File: src/rtl/collision_avoidance.sv
// Bump-and-turn motor controller: filters the crash flag, sequences a
// brake / reverse / spin-turn manoeuvre and drives two PWM H-bridge channels.
module collision_avoidance #(
  parameter int PWM_PERIOD     = 1000,
  parameter int CRASH_FILTER   = 4,
  parameter int STOP_CYCLES    = 50000,
  parameter int REVERSE_CYCLES = 200000,
  parameter int TURN_CYCLES    = 150000
) (
  input  logic       clock,
  input  logic       reset,
  input  logic       crash,
  input  logic       enable,
  input  logic [9:0] duty,
  output logic       pwm_l,
  output logic       pwm_r,
  output logic [1:0] dir_l,
  output logic [1:0] dir_r,
  output logic [2:0] state,
  output logic       busy
);

  typedef enum logic [2:0] {
    S_IDLE    = 3'd0,
    S_FORWARD = 3'd1,
    S_STOP    = 3'd2,
    S_REVERSE = 3'd3,
    S_TURN    = 3'd4
  } state_t;

  localparam int PWM_W     = (PWM_PERIOD > 1) ? $clog2(PWM_PERIOD) : 1;
  localparam int FILT_W    = $clog2(CRASH_FILTER + 1);
  localparam int DWELL_MAX = (STOP_CYCLES > REVERSE_CYCLES)
                             ? ((STOP_CYCLES > TURN_CYCLES) ? STOP_CYCLES : TURN_CYCLES)
                             : ((REVERSE_CYCLES > TURN_CYCLES) ? REVERSE_CYCLES : TURN_CYCLES);
  localparam int DWELL_W   = (DWELL_MAX > 1) ? $clog2(DWELL_MAX) : 1;

  localparam logic [PWM_W-1:0]   PWM_LAST  = PWM_W'(PWM_PERIOD - 1);
  localparam logic [FILT_W-1:0]  FILT_MAX  = FILT_W'(CRASH_FILTER);
  localparam logic [DWELL_W-1:0] STOP_LAST = DWELL_W'(STOP_CYCLES - 1);
  localparam logic [DWELL_W-1:0] REV_LAST  = DWELL_W'(REVERSE_CYCLES - 1);
  localparam logic [DWELL_W-1:0] TURN_LAST = DWELL_W'(TURN_CYCLES - 1);

  state_t              cur_state;
  state_t              nxt_state;
  logic [FILT_W-1:0]   filt_cnt;
  logic                crash_ok;
  logic [DWELL_W-1:0]  dwell_cnt;
  logic [PWM_W-1:0]    pwm_cnt;
  logic [9:0]          duty_latched;
  logic                pwm_level;

  function automatic logic [FILT_W-1:0] sat_inc(input logic [FILT_W-1:0] v);
    return (v == FILT_MAX) ? v : v + FILT_W'(1);
  endfunction

  function automatic logic pwm_on(input logic [PWM_W-1:0] cnt, input logic [9:0] d);
    return 32'(cnt) < 32'(d);
  endfunction

  function automatic logic is_busy(input state_t s);
    return (s == S_STOP) || (s == S_REVERSE) || (s == S_TURN);
  endfunction

  function automatic logic drives(input state_t s);
    return (s == S_FORWARD) || (s == S_REVERSE) || (s == S_TURN);
  endfunction

  // {dir_l, dir_r}; 10 forward, 01 reverse, 00 brake
  function automatic logic [3:0] dir_for(input state_t s);
    case (s)
      S_FORWARD: return 4'b10_10;
      S_REVERSE: return 4'b01_01;
      S_TURN:    return 4'b01_10;
      default:   return 4'b00_00;
    endcase
  endfunction

  always_ff @(posedge clock or posedge reset) begin
    if (reset)       filt_cnt <= '0;
    else if (!crash) filt_cnt <= '0;
    else             filt_cnt <= sat_inc(filt_cnt);
  end

  assign crash_ok = (filt_cnt == FILT_MAX);

  always_comb begin
    nxt_state = cur_state;
    case (cur_state)
      S_IDLE:    if (enable) nxt_state = S_FORWARD;
      S_FORWARD: if (crash_ok) nxt_state = S_STOP;
      S_STOP:    if (dwell_cnt == STOP_LAST) nxt_state = S_REVERSE;
      S_REVERSE: if (dwell_cnt == REV_LAST) nxt_state = S_TURN;
      S_TURN: begin
        // A crash during the turn, even on its last cycle, restarts the brake.
        if (crash_ok)                     nxt_state = S_STOP;
        else if (dwell_cnt == TURN_LAST)  nxt_state = S_FORWARD;
      end
      default:   nxt_state = S_IDLE;
    endcase
    if (!enable) nxt_state = S_IDLE;
  end

  always_ff @(posedge clock or posedge reset) begin
    if (reset)                         dwell_cnt <= '0;
    else if (nxt_state != cur_state)   dwell_cnt <= '0;
    else if (is_busy(cur_state))       dwell_cnt <= dwell_cnt + DWELL_W'(1);
    else                               dwell_cnt <= '0;
  end

  // PWM timebase free-runs across state changes; duty only updates on wrap.
  always_ff @(posedge clock or posedge reset) begin
    if (reset) begin
      pwm_cnt      <= '0;
      duty_latched <= '0;
    end else if (pwm_cnt == PWM_LAST) begin
      pwm_cnt      <= '0;
      duty_latched <= duty;
    end else begin
      pwm_cnt      <= pwm_cnt + PWM_W'(1);
    end
  end

  assign pwm_level = drives(cur_state) && pwm_on(pwm_cnt, duty_latched);

  always_ff @(posedge clock or posedge reset) begin
    if (reset) begin
      cur_state <= S_IDLE;
      busy      <= 1'b0;
      dir_l     <= 2'b00;
      dir_r     <= 2'b00;
      pwm_l     <= 1'b0;
      pwm_r     <= 1'b0;
    end else begin
      cur_state      <= nxt_state;
      busy           <= is_busy(nxt_state);
      {dir_l, dir_r} <= dir_for(cur_state);
      pwm_l          <= pwm_level;
      pwm_r          <= pwm_level;
    end
  end

  assign state = cur_state;

endmodule

File: config.mk
export PLATFORM = sky130hd
export DESIGN_NAME = collision_avoidance
export DESIGN_NICKNAME = d
export VERILOG_FILES = /design/src/rtl/collision_avoidance.sv
export SDC_FILE = /design/constraint.sdc
export NUM_CORES = 1
export LEC_CHECK = 0
export CAP_MARGIN = 20
export CORE_UTILIZATION = 60
export CTS_CLUSTER_DIAMETER = 120
export CTS_CLUSTER_SIZE = 24
export DETAILED_ROUTE_END_ITERATION = 8
export PLACE_DENSITY = 0.87
export SYNTH_ARGS = -nofsm -noshare
export SYNTH_HDL_FRONTEND = slang
export SYNTH_SLANG_ARGS = --single-unit
File: constraint.sdc
create_clock -name clock -period 3.65 [get_ports clock]
set_input_delay 0.5475 -clock clock [delete_from_list [all_inputs] [get_ports clock]]
set_output_delay 0.5475 -clock clock [all_outputs]
set_load 0.05 [all_outputs]
[After elaboration in Yosys (flattened, before gate mapping)]
Index checks and enable logic that the tools add are counted.
Operators by class
  equal/unequal tests: 14
  multiplexer cells: 13
  $add $sub $neg: 3
  $lt $le $gt $ge: 1
  reductions and logical operators: 8
Operator list (number)
  == test 18 bit, second input constant: 2
  two-way mux 18 bit: 2
  two-way mux 3 bit: 8
  adder 18 x 1 -> 18 bit, second input constant: 1
  == test 18 x 16 -> 1 bit, second input constant: 1
  one-hot mux 3 bit (5 select lines): 1
  == test 3 x 2 -> 1 bit, second input constant: 4
  one-hot mux 4 bit (3 select lines): 1
  adder 10 x 1 -> 10 bit, second input constant: 1
  == test 10 bit, second input constant: 1
  < comparator 10 bit: 1
  two-way mux 10 bit: 1
  == test 3 bit, second input constant: 3
  logical OR 1 bit: 6
  adder 3 x 1 -> 3 bit, second input constant: 1
  == test 3 x 1 -> 1 bit, second input constant: 1
  zero test 3 bit: 1
  inequality test 3 bit: 1
  inequality test 2 bit, second input constant: 1
  logical AND 1 bit: 1
Word-level totals
  register bits after elaboration: 50

[Depth between registers and ports, before layout]
Gate-level depths: netlist (run 1).
  depth after elaboration: 8
  gate-level depth with buffers: 8

[Least setup slack after synthesis (run 1)]
Ideal clock, no wire load.
  path kind: register -> register
  start: register cur_state[1], in the netlist state[1]
  end: register dwell_cnt[8]
  setup slack: 1.697 ns
  path buffers: 2
  stages on the path, launching flop included: 8
  period minus slack after synthesis: 1.953 ns
  arrival time: 1.820 ns
  cells stage by stage: dfrtp_1 buf_2 nand2b_1 nor4_1 nand3_1 a21oi_4 buf_4 nor3_1
Between the ends
  word-level cells in the longest chain between the ends: 6
Ends and longest elaborated chain
  start, declared: RTL line 44  | state_t cur_state;
  start signal, assigned: RTL line 135  | cur_state <= nxt_state;
  two-way mux 3 bit: RTL line 97  | else if (dwell_cnt == TURN_LAST) nxt_state = S_FORWARD;
  two-way mux 3 bit: RTL line 96  | if (crash_ok) nxt_state = S_STOP;
  one-hot mux 3 bit (5 select lines): RTL line 89  | case (cur_state)
  two-way mux 3 bit: RTL line 101  | if (!enable) nxt_state = S_IDLE;
  inequality test 3 bit: RTL line 106  | else if (nxt_state != cur_state) dwell_cnt <= '0;
  two-way mux 18 bit *: RTL line 106
  end signal, assigned: RTL line 107  | else if (is_busy(cur_state)) dwell_cnt <= dwell_cnt + DWELL_W'(1);
  end, declared: RTL line 48  | logic [DWELL_W-1:0] dwell_cnt;
Mark *: on every way between the ends. The rest lies on a longest branch, timed or not.
A chain may end at the register's enable or synchronous reset.

[Worst setup path after layout (run 1)]
  start: register cur_state[0], in the netlist state[0]
  end: output state[0]
RTL lines
  end, declared: RTL line 19  | output logic [2:0] state,
No word-level cell between the ends.

==> summary.md, run 1 <==
| Metric | Value |
|---|---|
| Outcome | `finished, final reports clean` |
| Top FF cell, synth | `dfrtp_1` |
| Critical Path Source Type | `flop` |
| Sw Pwr | `244 µW` |
| Skew-Pair Late Insertion Delay | `300 ps` |
| DRT Pass-1 Iters | `4` |
| Nets@finish | `~300` |
| Clock tree buffer depth | `2` |
| Sequential share of power | `55.1%` |
| Initial Utilization | `64.6%` |
| Total power | `1.04 mW` |
| Max Freq | `441 MHz` |
| Setup TNS after final layout | `0 ps` |
| Core ar. | `around 4100 µm²` |
| CTS Root Cell | `clkbuf_8` |
| Final Slew Violations | `0` |
| Clock transition at path regs | `90 ps` |
| Number of max-cap violations | `0` |
| CP Capture Type | `output pin` |
| Critical Path Slowest Stage Cell | `clkdlybuf4s50_1` |
| Synth Instances | `approximately 250` |
| Crit path buffers/inverters | `1` |
| Die footprint | `around 4700 µm²` |
| # IOs | `24` |
| Post-synth top area share | `between 40% and 50%` |
| Largest net degree at the start of global routing | `51` |
| Critical path data required time | `3100 ps` |
| Seq cells post-synth | `50` |
| Post-DP Area | `2910 µm²` |
| Final WL | `5.25 mm` |
| Share of synthesized registers carrying an async set or reset | `100%` |
| Largest stage delay, worst path | `just under 900 ps` |
| Worst vdd ir | `0.216 mV` |
| Sw Share | `between 20% and 30%` |
| # fillers | `304` |
| Yosys warns | `0` |
| DRT iter0 DRCs | `151` |
| Final min period | `2270 ps` |
| Ordered list of cells on the worst path | `clkdlybuf4s50_1` |
| Synth area leader | `dfrtp_1` |
| I/O Buffers | `23` |
| First-pass GRT wire length | `8.64 mm` |
| RSZ-0062 raised after global routing | `false` |
| # setup viols final | `0` |
| Count leader, synth | `dfrtp_1` |
| Post-CTS resize count | `0` |
| Measured slew at the worst slew-check pin | `666 ps` |
| Initial antenna violation count | `0` |
| Vias in the first global route | `1849` |
| Row cnt | `23` |
| WL/cell | `16.1 µm` |
| Global placement routability congestion | `0.894` |
| Most frequent cells after synthesis | `dfrtp_1, nor3_1, xor2_1` |
| Design Area, Final | `3040 µm²` |
| Clock share of power | `between 30% and 40%` |
| Gr ovfl total | `0` |
| CTS tree | `built` |
| Pwr dens | `342 nW/µm²` |
| Area growth, synth to finish | `13.5%` |
| Avg Cell Area, Syn | `10.5 µm²` |
| Crit-path max FO | `11` |
| Via count | `1993` |
| Die height | `a little under 70 µm` |
| Drc violations | `0` |
| Post-route ant nets | `0` |
| Crit path max-delay family | `buffers and inverters` |
| Total leakage power | `around 1.3 nW` |
| Synth area leaders | `dfrtp_1, ha_1, xor2_1` |
| Post-CTS setup buffer count | `0` |
| Die width | `68.8 µm` |
| Slew margin rel. | `55.4%` |
| Hold buffer count at cts | `0` |
| DR vias/cell | `6.11` |
| Clock skew | `9.08 ps` |
| Final HPWL DP | `3.57 mm` |
| Tcrit/Tclk final | `between 60 and 70%` |
| Comb power frac | `9.4%` |
| Crit Path Category | `flop to output pin` |
| Num CTS Buffers | `5` |
| Sequential share of the synthesized area | `46.7%` |
| Hold WC Path Type | `primary input to async pin` |
| Sink Count | `50` |
| Internal power | `794 µW` |
| Share of cells above drive strength 1 | `11.2%` |
| Cell variety after synth | `45` |
| H-tree depth | `2` |
| Global Route Usage Sum | `25.3%` |
| Worst path arrival time | `approximately 1700 ps` |
| Mapped Area | `2680 µm²` |
| Synthesized Nets | `~280` |
| Number of synthesized flops with an enable pin | `0` |
| Hold Violations, Final | `0` |
| ANT cells | `0` |
[worst paths after layout]
check	endpoint	startpoint	slack [ps]	cells after the start
min in group clock	pwm_cnt[0]	pwm_cnt[0]	490	1
max in group asynchronous	filt_cnt[1]	reset	2670	3
min reg2reg	pwm_cnt[0]	pwm_cnt[0]	490	1
max	state[0]	state[0]	1380	1
max reg2reg	duty_latched[1]	pwm_cnt[0]	1550	6
min	dwell_cnt[1]	reset	490	2
[sequential cells by signal, indices dropped and copies added, names as in the netlist]
| register | count |
|---|---|
| filt_cnt | 3 |
| dir_r | 2 |
| pwm_cnt | 10 |
| pwm_r | 1 |
| state | 3 |
| dwell_cnt | 18 |
| busy | 1 |
| dir_l | 2 |
| duty_latched | 10 |
[through the flow]
step	setup slack [ps]	instances	util, %	hold slack, ps
after CTS	1370	325	72.9	499
after global routing	1300	326	73.3	531
after detailed placement	1330	317	70.2	485
final	1380	326	73.3	491
after floorplan	1700	254	-	446
after global placement	1410	317	70.2	478
[placed cells by master (no fill, tap or decap), types with 2 or more instances in the layout]
master,instances
inv_1,15
nand2b_1,7
o21ai_0,4
nand3_1,16
xor2_1,17
a21oi_1,5
o21a_1,2
mux2_2,10
nand4_1,6
and3_1,3
and4_1,2
clkdlybuf4s50_1,23
a41oi_1,2
or3_1,2
nor4_1,3
and2_1,4
nand2_1,15
nor2_1,14
a31oi_1,4
dfrtp_1,50
clkbuf_8,8
xnor2_1,8
nor3_1,22
ha_1,13
[cell families (layout without fill, tap and decap cells)]
| logic type | after synthesis | in the layout | share of synthesized area [%] |
|---|---|---|---|
| compound gates | 26 | 26 | 7.61 |
| xor+xnor | 25 | 25 | 8.17 |
| fa+ha+maj | 13 | 13 | 6.07 |
| buf+inv | 26 | 48 | 4.58 |
| flops | 50 | 50 | 46.7 |
| mux | 10 | 10 | 4.20 |
| simple gates | 104 | 104 | 22.7 |
[metal layers]
metal | up-vias | global-route usage, % | share of wire, %
met4 | 0 | 8.42 | 1.4
met3 | 9 | 6.41 | 4.6
met1 | 1007 | 32.5 | 44
li1 | 930 | - | -
met2 | 47 | 41.5 | 50
met5 | - | 0 | 0
[power groups by stage]
stage / clock, mW / sequential [mW] / combinational (mW)
floorplan: 0 / 0.597 / 0.0461
global placement: 0 / 0.583 / 0.0912
detailed placement: 0 / 0.584 / 0.0953
CTS: 0.377 / 0.573 / 0.0960
global route: 0.403 / 0.575 / 0.109
finish: 0.369 / 0.572 / 0.0976
[layout make-up]
type	count	area [µm²]	share of cell area (%)
timing repair buffer	24	250	8.23
tap	50	62.6	2.06
inverter	16	60.1	1.98
sequential	50	1250	41.2
multi-input combinational	178	1310	42.9
clock buffer	8	110	3.62
Power figures use the tool's default switching activity.
==> run 2: changes to the inputs <==
- CORE_UTILIZATION: 60 -> 57
- PLACE_DENSITY: 0.87 -> 0.83
- clock period: 3.65 -> 2.34 ns (I/O delays scaled with it)
==> summary.md, run 2 (same netlist as run 1, synthesis figures left out) <==
| Metric | Value |
|---|---|
| Post-CTS setup buffer count | `0 (unchanged)` |
| Drc violations | `6 (was 0)` |
| Setup TNS after final layout | `0 ps (unchanged)` |
| Post-CTS resize count | `0 (unchanged)` |
| Reg2reg end | `dwell_cnt[17] (was duty_latched[1])` |
| CTS tree | `built (unchanged)` |
| Worst Reg-to-Reg Cells | `6 (unchanged)` |
| Hold Violations, Final | `0 (unchanged)` |
| Critical Path Slowest Stage Cell | `clkdlybuf4s50_1 (unchanged)` |
| Clock skew | `8.34 ps (was 9.08 ps)` |
| Post-DP Area | `2940 µm² (was 2910 µm²)` |
| Pwr dens | `539 nW/µm² (was 342 nW/µm²)` |
| Final HPWL DP | `3.49 mm (was 3.57 mm)` |
| Multi-input gate area | `1310 µm² (unchanged)` |
| Sink Count | `50 (unchanged)` |
| Sequential share of power | `54.3% (was 55.1%)` |
| First-pass GRT wire length | `8.57 mm (was 8.64 mm)` |
| Design Area, Final | `3050 µm² (was 3040 µm²)` |
| Worst vdd ir | `0.248 mV (was 0.216 mV)` |
| Hold buffer count at cts | `0 (unchanged)` |
| Max Freq | `481 MHz` |
| Initial Utilization | `60.3% (was 64.6%)` |
| Ordered list of cells on the worst path | `clkdlybuf4s50_1 (unchanged)` |
| I/O Buffers | `23 (unchanged)` |
| Tcrit/Tclk final | `between 80% and 90%` |
| DR vias/cell | `5.90 (was 6.11)` |
| # setup viols final | `0 (unchanged)` |
| Failing checks | `design-rule violations` |
| Clock share of power | `36.6% (was 35.5%)` |
| Commonest cells after routing, fill and taps aside | `dfrtp_1, clkdlybuf4s50_1, nor3_1 (unchanged)` |
| Measured slew at the worst slew-check pin | `547 ps (was 666 ps)` |
| Die footprint | `4980 µm² (was 4740 µm²)` |
| DRT Pass-1 Iters | `6 (was 4)` |
| Critical path data required time | `1990 ps (was 3100 ps)` |
| Final Slew Violations | `0 (unchanged)` |
| Most common cell after layout, fill and taps aside | `dfrtp_1 (unchanged)` |
| Global Route Usage Sum | `22.0% (was 25.3%)` |
| Number of max-cap violations | `0 (unchanged)` |
| H-tree depth | `2 (unchanged)` |
| Final min period | `a little over 2000 ps` |
| Via count | `1940 (was 1993)` |
| Num CTS Buffers | `5 (unchanged)` |
| Crit path buffers/inverters | `1 (unchanged)` |
| Row cnt | `24 (was 23)` |
| Clock tree buffer depth | `2 (unchanged)` |
| Vias in the first global route | `1901 (was 1849)` |
| # IOs | `24 (unchanged)` |
| ANT cells | `0 (unchanged)` |
| Clock transition at path regs | `90 ps (about the same)` |
| DP Cell Count | `321 (was 317)` |
| # fillers | `353 (was 304)` |
| R2r setup slk | `280 ps (was 1550 ps)` |
| Sw Share | `23.7% (was 23.5%)` |
| Post-route ant nets | `0 (unchanged)` |
| Worst path arrival time | `1730 ps (was 1720 ps)` |
| Internal power | `1.25 mW (was 794 µW)` |
| Slew margin rel. | `63.4% (was 55.4%)` |
| Largest registers | `dwell_cnt x18, duty_latched x10, pwm_cnt x10 (unchanged)` |
| Crit Path Category | `flop to output pin (unchanged)` |
| Outcome | `finished with violations (was finished, final reports clean)` |
| Core ar. | `4440 µm² (was 4140 µm²)` |
| RSZ-0062 raised after global routing | `false (unchanged)` |
| Die width | `70.6 µm (was 68.8 µm)` |
| Area growth, synth to finish | `13.8% (was 13.5%)` |
| Largest stage delay, worst path | `880 ps (was 870 ps)` |
| RR Startpoint | `dwell_cnt[0] (was pwm_cnt[0])` |
| Initial antenna violation count | `0 (unchanged)` |
| Crit path max-delay family | `buffers and inverters (unchanged)` |
| Final Non-Filler Cells | `329 (was 326)` |
| Critical Path Source Type | `flop (unchanged)` |
| WL/cell | `14.9 µm (was 16.1 µm)` |
| Comb power frac | `9.2% (was 9.4%)` |
| CP Capture Type | `output pin (unchanged)` |
| Nets@finish | `303 (was 302)` |
| Register Area | `1250 µm² (unchanged)` |
| Global placement routability congestion | `0.858 (was 0.894)` |
| Largest Register | `dwell_cnt (unchanged)` |
| Gr ovfl total | `0 (unchanged)` |
| Share of cells above drive strength 1 | `11.6% (was 11.2%)` |
| Final WL | `4.90 mm (was 5.25 mm)` |
| Largest net degree at the start of global routing | `29 (was 51)` |
| DRT iter0 DRCs | `96 (was 151)` |
| Hold WC Path Type | `primary input to async pin (unchanged)` |
| Crit-path max FO | `11 (unchanged)` |
| Sw Pwr | `389 µW (was 244 µW)` |
| Skew-Pair Late Insertion Delay | `300 ps (about the same)` |
| CTS Root Cell | `clkbuf_8 (unchanged)` |
| Total leakage power | `1.31 nW (about the same)` |
| Max FFs per register | `18 (unchanged)` |
| Die height | `70.6 µm (was 68.8 µm)` |
-- run 2: cell count changes in the layout (fill, tap and decap cells not counted) --
| cell | delta |
|---|---|
| clkinv_2 | +2 |
| clkbuf_8 | -3 |
| bufinv_16 | +1 |
| buf_4 | +1 |
-- run 2: through the flow --
| stage | setup slack [ps] | utilization, % | power (mW) | hold WS (ps) |
|---|---|---|---|---|
| after CTS | 246 | 68.6 | 1.66 | 404 |
| after global routing | 120 | 68.6 | 1.71 | 423 |
| after global placement | 285 | 66.1 | 1.06 | 479 |
| after floorplan | 387 | - | 1.00 | 446 |
| after detailed placement | 159 | 66.1 | 1.06 | 497 |
| final | 263 | 68.6 | 1.64 | 394 |
-- run 2: worst max-delay path by stage --
stage | from | end | slack, ps | cells past startpoint
6_report | state[0] | state[0] | 260 | 1
5_1_grt | dwell_cnt[0] | dwell_cnt[17] | 120 | 6
4_1_cts | state[0] | state[0] | 250 | 1
3_5_place_dp | enable | dwell_cnt[4] | 160 | 6
3_3_place_gp | enable | dwell_cnt[15] | 280 | 6
2_1_floorplan | state[1] | dwell_cnt[8] | 390 | 7
-- run 2: layout make-up --
cell class	count	area share [%]
timing repair buffer	25	8.46
multi-input combinational	178	42.8
tap	52	2.13
clock inverter	3	1.31
sequential	50	41.1
clock buffer	5	2.26
inverter	16	1.97
-- run 2: layer usage --
metal | vias up | wire length [µm] | track usage [%]
li1 | 936 | - | -
met1 | 962 | 2250 | 28.6
met2 | 40 | 2460 | 37.0
met3 | 2 | 164 | 4.70
met4 | 0 | 23 | 7.78
met5 | - | 0 | 0
-- run 2: power groups by stage --
stage	sequential [mW]	combinational (mW)	clock, mW
after floorplan	0.931	0.0719	0
after global placement	0.909	0.146	0
after detailed placement	0.910	0.152	0
after CTS	0.893	0.152	0.614
after global routing	0.895	0.164	0.646
final	0.892	0.150	0.601
==> run 3: changes to the inputs <==
- CELL_PAD_IN_SITES_DETAIL_PLACEMENT: unset -> 1
- CELL_PAD_IN_SITES_GLOBAL_PLACEMENT: unset -> 2
- CORE_UTILIZATION: 57 -> 37
- PLACE_DENSITY: 0.83 -> 0.82
==> summary.md, run 3 (same netlist as run 1, synthesis figures left out) <==
| Metric | Value |
|---|---|
| Critical Path Slowest Stage Cell | `clkdlybuf4s50_1 (unchanged)` |
| Final Slew Violations | `0 (unchanged)` |
| Critical Path Source Type | `flop (unchanged)` |
| Crit Path Category | `flop to output pin (unchanged)` |
| # IOs | `24 (unchanged)` |
| Num CTS Buffers | `5 (unchanged)` |
| Final Non-Filler Cells | `375 (was 329)` |
| Initial Utilization | `38.8% (was 60.3%)` |
| Worst vdd ir | `0.183 mV (was 0.248 mV)` |
| # setup viols final | `0 (unchanged)` |
| Post-route ant nets | `0 (unchanged)` |
| Die width | `87.1 µm (was 70.6 µm)` |
| Final WL | `5.40 mm (was 4.90 mm)` |
| Area growth, synth to finish | `15.9% (was 13.8%)` |
| Setup TNS after final layout | `0 ps (unchanged)` |
| Die footprint | `7580 µm² (was 4980 µm²)` |
| Nets@finish | `305 (was 303)` |
| Crit path buffers/inverters | `1 (unchanged)` |
| Sink Count | `50 (unchanged)` |
| DRT Pass-1 Iters | `4 (was 6)` |
| Met2 wire length | `2.49 mm (was 2.46 mm)` |
| I/O Buffers | `23 (unchanged)` |
| Max Used Layer | `met4 (unchanged)` |
| Via count | `1893 (was 1940)` |
| Vias in the first global route | `1968 (was 1901)` |
| Largest net degree at the start of global routing | `30 (was 29)` |
| Number of max-cap violations | `0 (unchanged)` |
| Largest registers | `dwell_cnt x18, duty_latched x10, pwm_cnt x10 (unchanged)` |
| RR Startpoint | `dwell_cnt[15] (was dwell_cnt[0])` |
| Routed wl met3 | `142 µm (was 164 µm)` |
| Worst Reg-to-Reg Cells | `5 (was 6)` |
| Hold Violations, Final | `0 (unchanged)` |
| Tcrit/Tclk final | `89.7% (was 88.8%)` |
| Critical path data required time | `1990 ps (about the same)` |
| Largest stage delay, worst path | `880 ps (about the same)` |
| Die height | `87.1 µm (was 70.6 µm)` |
| Worst path arrival time | `1750 ps (was 1730 ps)` |
| WL/cell | `14.4 µm (was 14.9 µm)` |
| Pwr dens | `507 nW/µm² (was 539 nW/µm²)` |
| Post-CTS resize count | `0 (unchanged)` |
| CTS tree | `built (unchanged)` |
| DP Cell Count | `367 (was 321)` |
| CTS Root Cell | `clkbuf_8 (unchanged)` |
| CP Capture Type | `output pin (unchanged)` |
| Largest Register | `dwell_cnt (unchanged)` |
| Hold buffer count at cts | `0 (unchanged)` |
| Commonest cells after routing, fill and taps aside | `dfrtp_1, clkdlybuf4s50_1, nor3_1 (unchanged)` |
| Crit-path max FO | `11 (unchanged)` |
| Final min period | `2100 ps (was 2080 ps)` |
| Global placement routability congestion | `0.748 (was 0.858)` |
| Max Freq | `477 MHz (was 481 MHz)` |
| ANT cells | `0 (unchanged)` |
| Total leakage power | `1.31 nW (about the same)` |
| Design Area, Final | `3100 µm² (was 3050 µm²)` |
| Post-DP Area | `3010 µm² (was 2940 µm²)` |
| Most common cell after layout, fill and taps aside | `dfrtp_1 (unchanged)` |
| Max FFs per register | `18 (unchanged)` |
| Crit path max-delay family | `buffers and inverters (unchanged)` |
| Clock transition at path regs | `100 ps (was 90 ps)` |
| Ordered list of cells on the worst path | `clkdlybuf4s50_1 (unchanged)` |
| Core ar. | `6910 µm² (was 4440 µm²)` |
| H-tree depth | `2 (unchanged)` |
| Reg2reg end | `dwell_cnt[7] (was dwell_cnt[17])` |
| Drc violations | `0 (was 6)` |
| Slew margin rel. | `62.4% (was 63.4%)` |
| Measured slew at the worst slew-check pin | `561 ps (was 547 ps)` |
| Row cnt | `30 (was 24)` |
| Initial antenna violation count | `0 (unchanged)` |
| Final Core Density | `44.9% (was 68.6%)` |
| First-pass GRT wire length | `9.50 mm (was 8.57 mm)` |
| Outcome | `finished, final reports clean (was finished with violations)` |
| Share of cells above drive strength 1 | `12.2% (was 11.6%)` |
| Post-CTS setup buffer count | `0 (unchanged)` |
| Final HPWL DP | `3.93 mm (was 3.49 mm)` |
| DRT iter0 DRCs | `73 (was 96)` |
| Gr ovfl total | `0 (unchanged)` |
| Metal1 wirelength | `2.70 mm (was 2.25 mm)` |
| Hold WC Path Type | `primary input to async pin (unchanged)` |
| Clock tree buffer depth | `2 (unchanged)` |
| Clock skew | `10.2 ps (was 8.34 ps)` |
| Global Route Usage Sum | `16.0% (was 22.0%)` |
| R2r setup slk | `370 ps (was 280 ps)` |
| RSZ-0062 raised after global routing | `false (unchanged)` |
| Skew-Pair Late Insertion Delay | `310 ps (was 300 ps)` |
| DR vias/cell | `5.05 (was 5.90)` |
==> run 3: layout make-up <==
cell class | instances | area, µm²
sequential | 50 | 1250
inverter | 16 | 60.1
timing repair buffer | 27 | 273
tap | 96 | 120
multi-input combinational | 178 | 1310
clock inverter | 2 | 12.5
fill | 806 | 3800
clock buffer | 6 | 82.6
==> run 3: per-stage QoR <==
| step | hold WS, ps | total power [mW] | setup slack, ps |
|---|---|---|---|
| global placement | 477 | 1.06 | 243 |
| detailed placement | 482 | 1.06 | 164 |
| global route | 446 | 1.65 | 174 |
| floorplan | 446 | 1.00 | 387 |
| CTS | 417 | 1.61 | 227 |
| finish | 397 | 1.57 | 242 |
==> run 3: per-layer routing <==
layer / vias up / global-route usage, %
met3: 7 / 2.94
li1: 936 / -
met1: 923 / 21.6
met4: 0 / 4.92
met5: - / 0
met2: 27 / 26.1
==> run 3: worst max path at each step <==
stage,start,to,slack (ps),depth (start not counted)
final,state[0],state[0],240,1
after global routing,state[1],state[1],170,1
after global placement,enable,dwell_cnt[17],240,6
after CTS,state[0],state[0],230,1
after floorplan,state[1],dwell_cnt[8],390,7
after detailed placement,enable,dwell_cnt[6],160,6
==> run 3: where the power goes <==
part / leakage (nW) / internal (mW) / switching, mW / total [mW]
logic: 0.593 / 0.0611 / 0.0896 / 0.151
clock network: 0.0472 / 0.238 / 0.291 / 0.530
registers: 0.672 / 0.878 / 0.0141 / 0.893
==> run 3: worst register-to-register path, delay by kind of cell, from the launching register on <==
| kind | cells | cell delay [ps] |
|---|---|---|
| flip-flops | 1 | 450 |
| AO/OA/AOI/OAI | 1 | 530 |
| AND/OR/NAND/NOR | 4 | 860 |
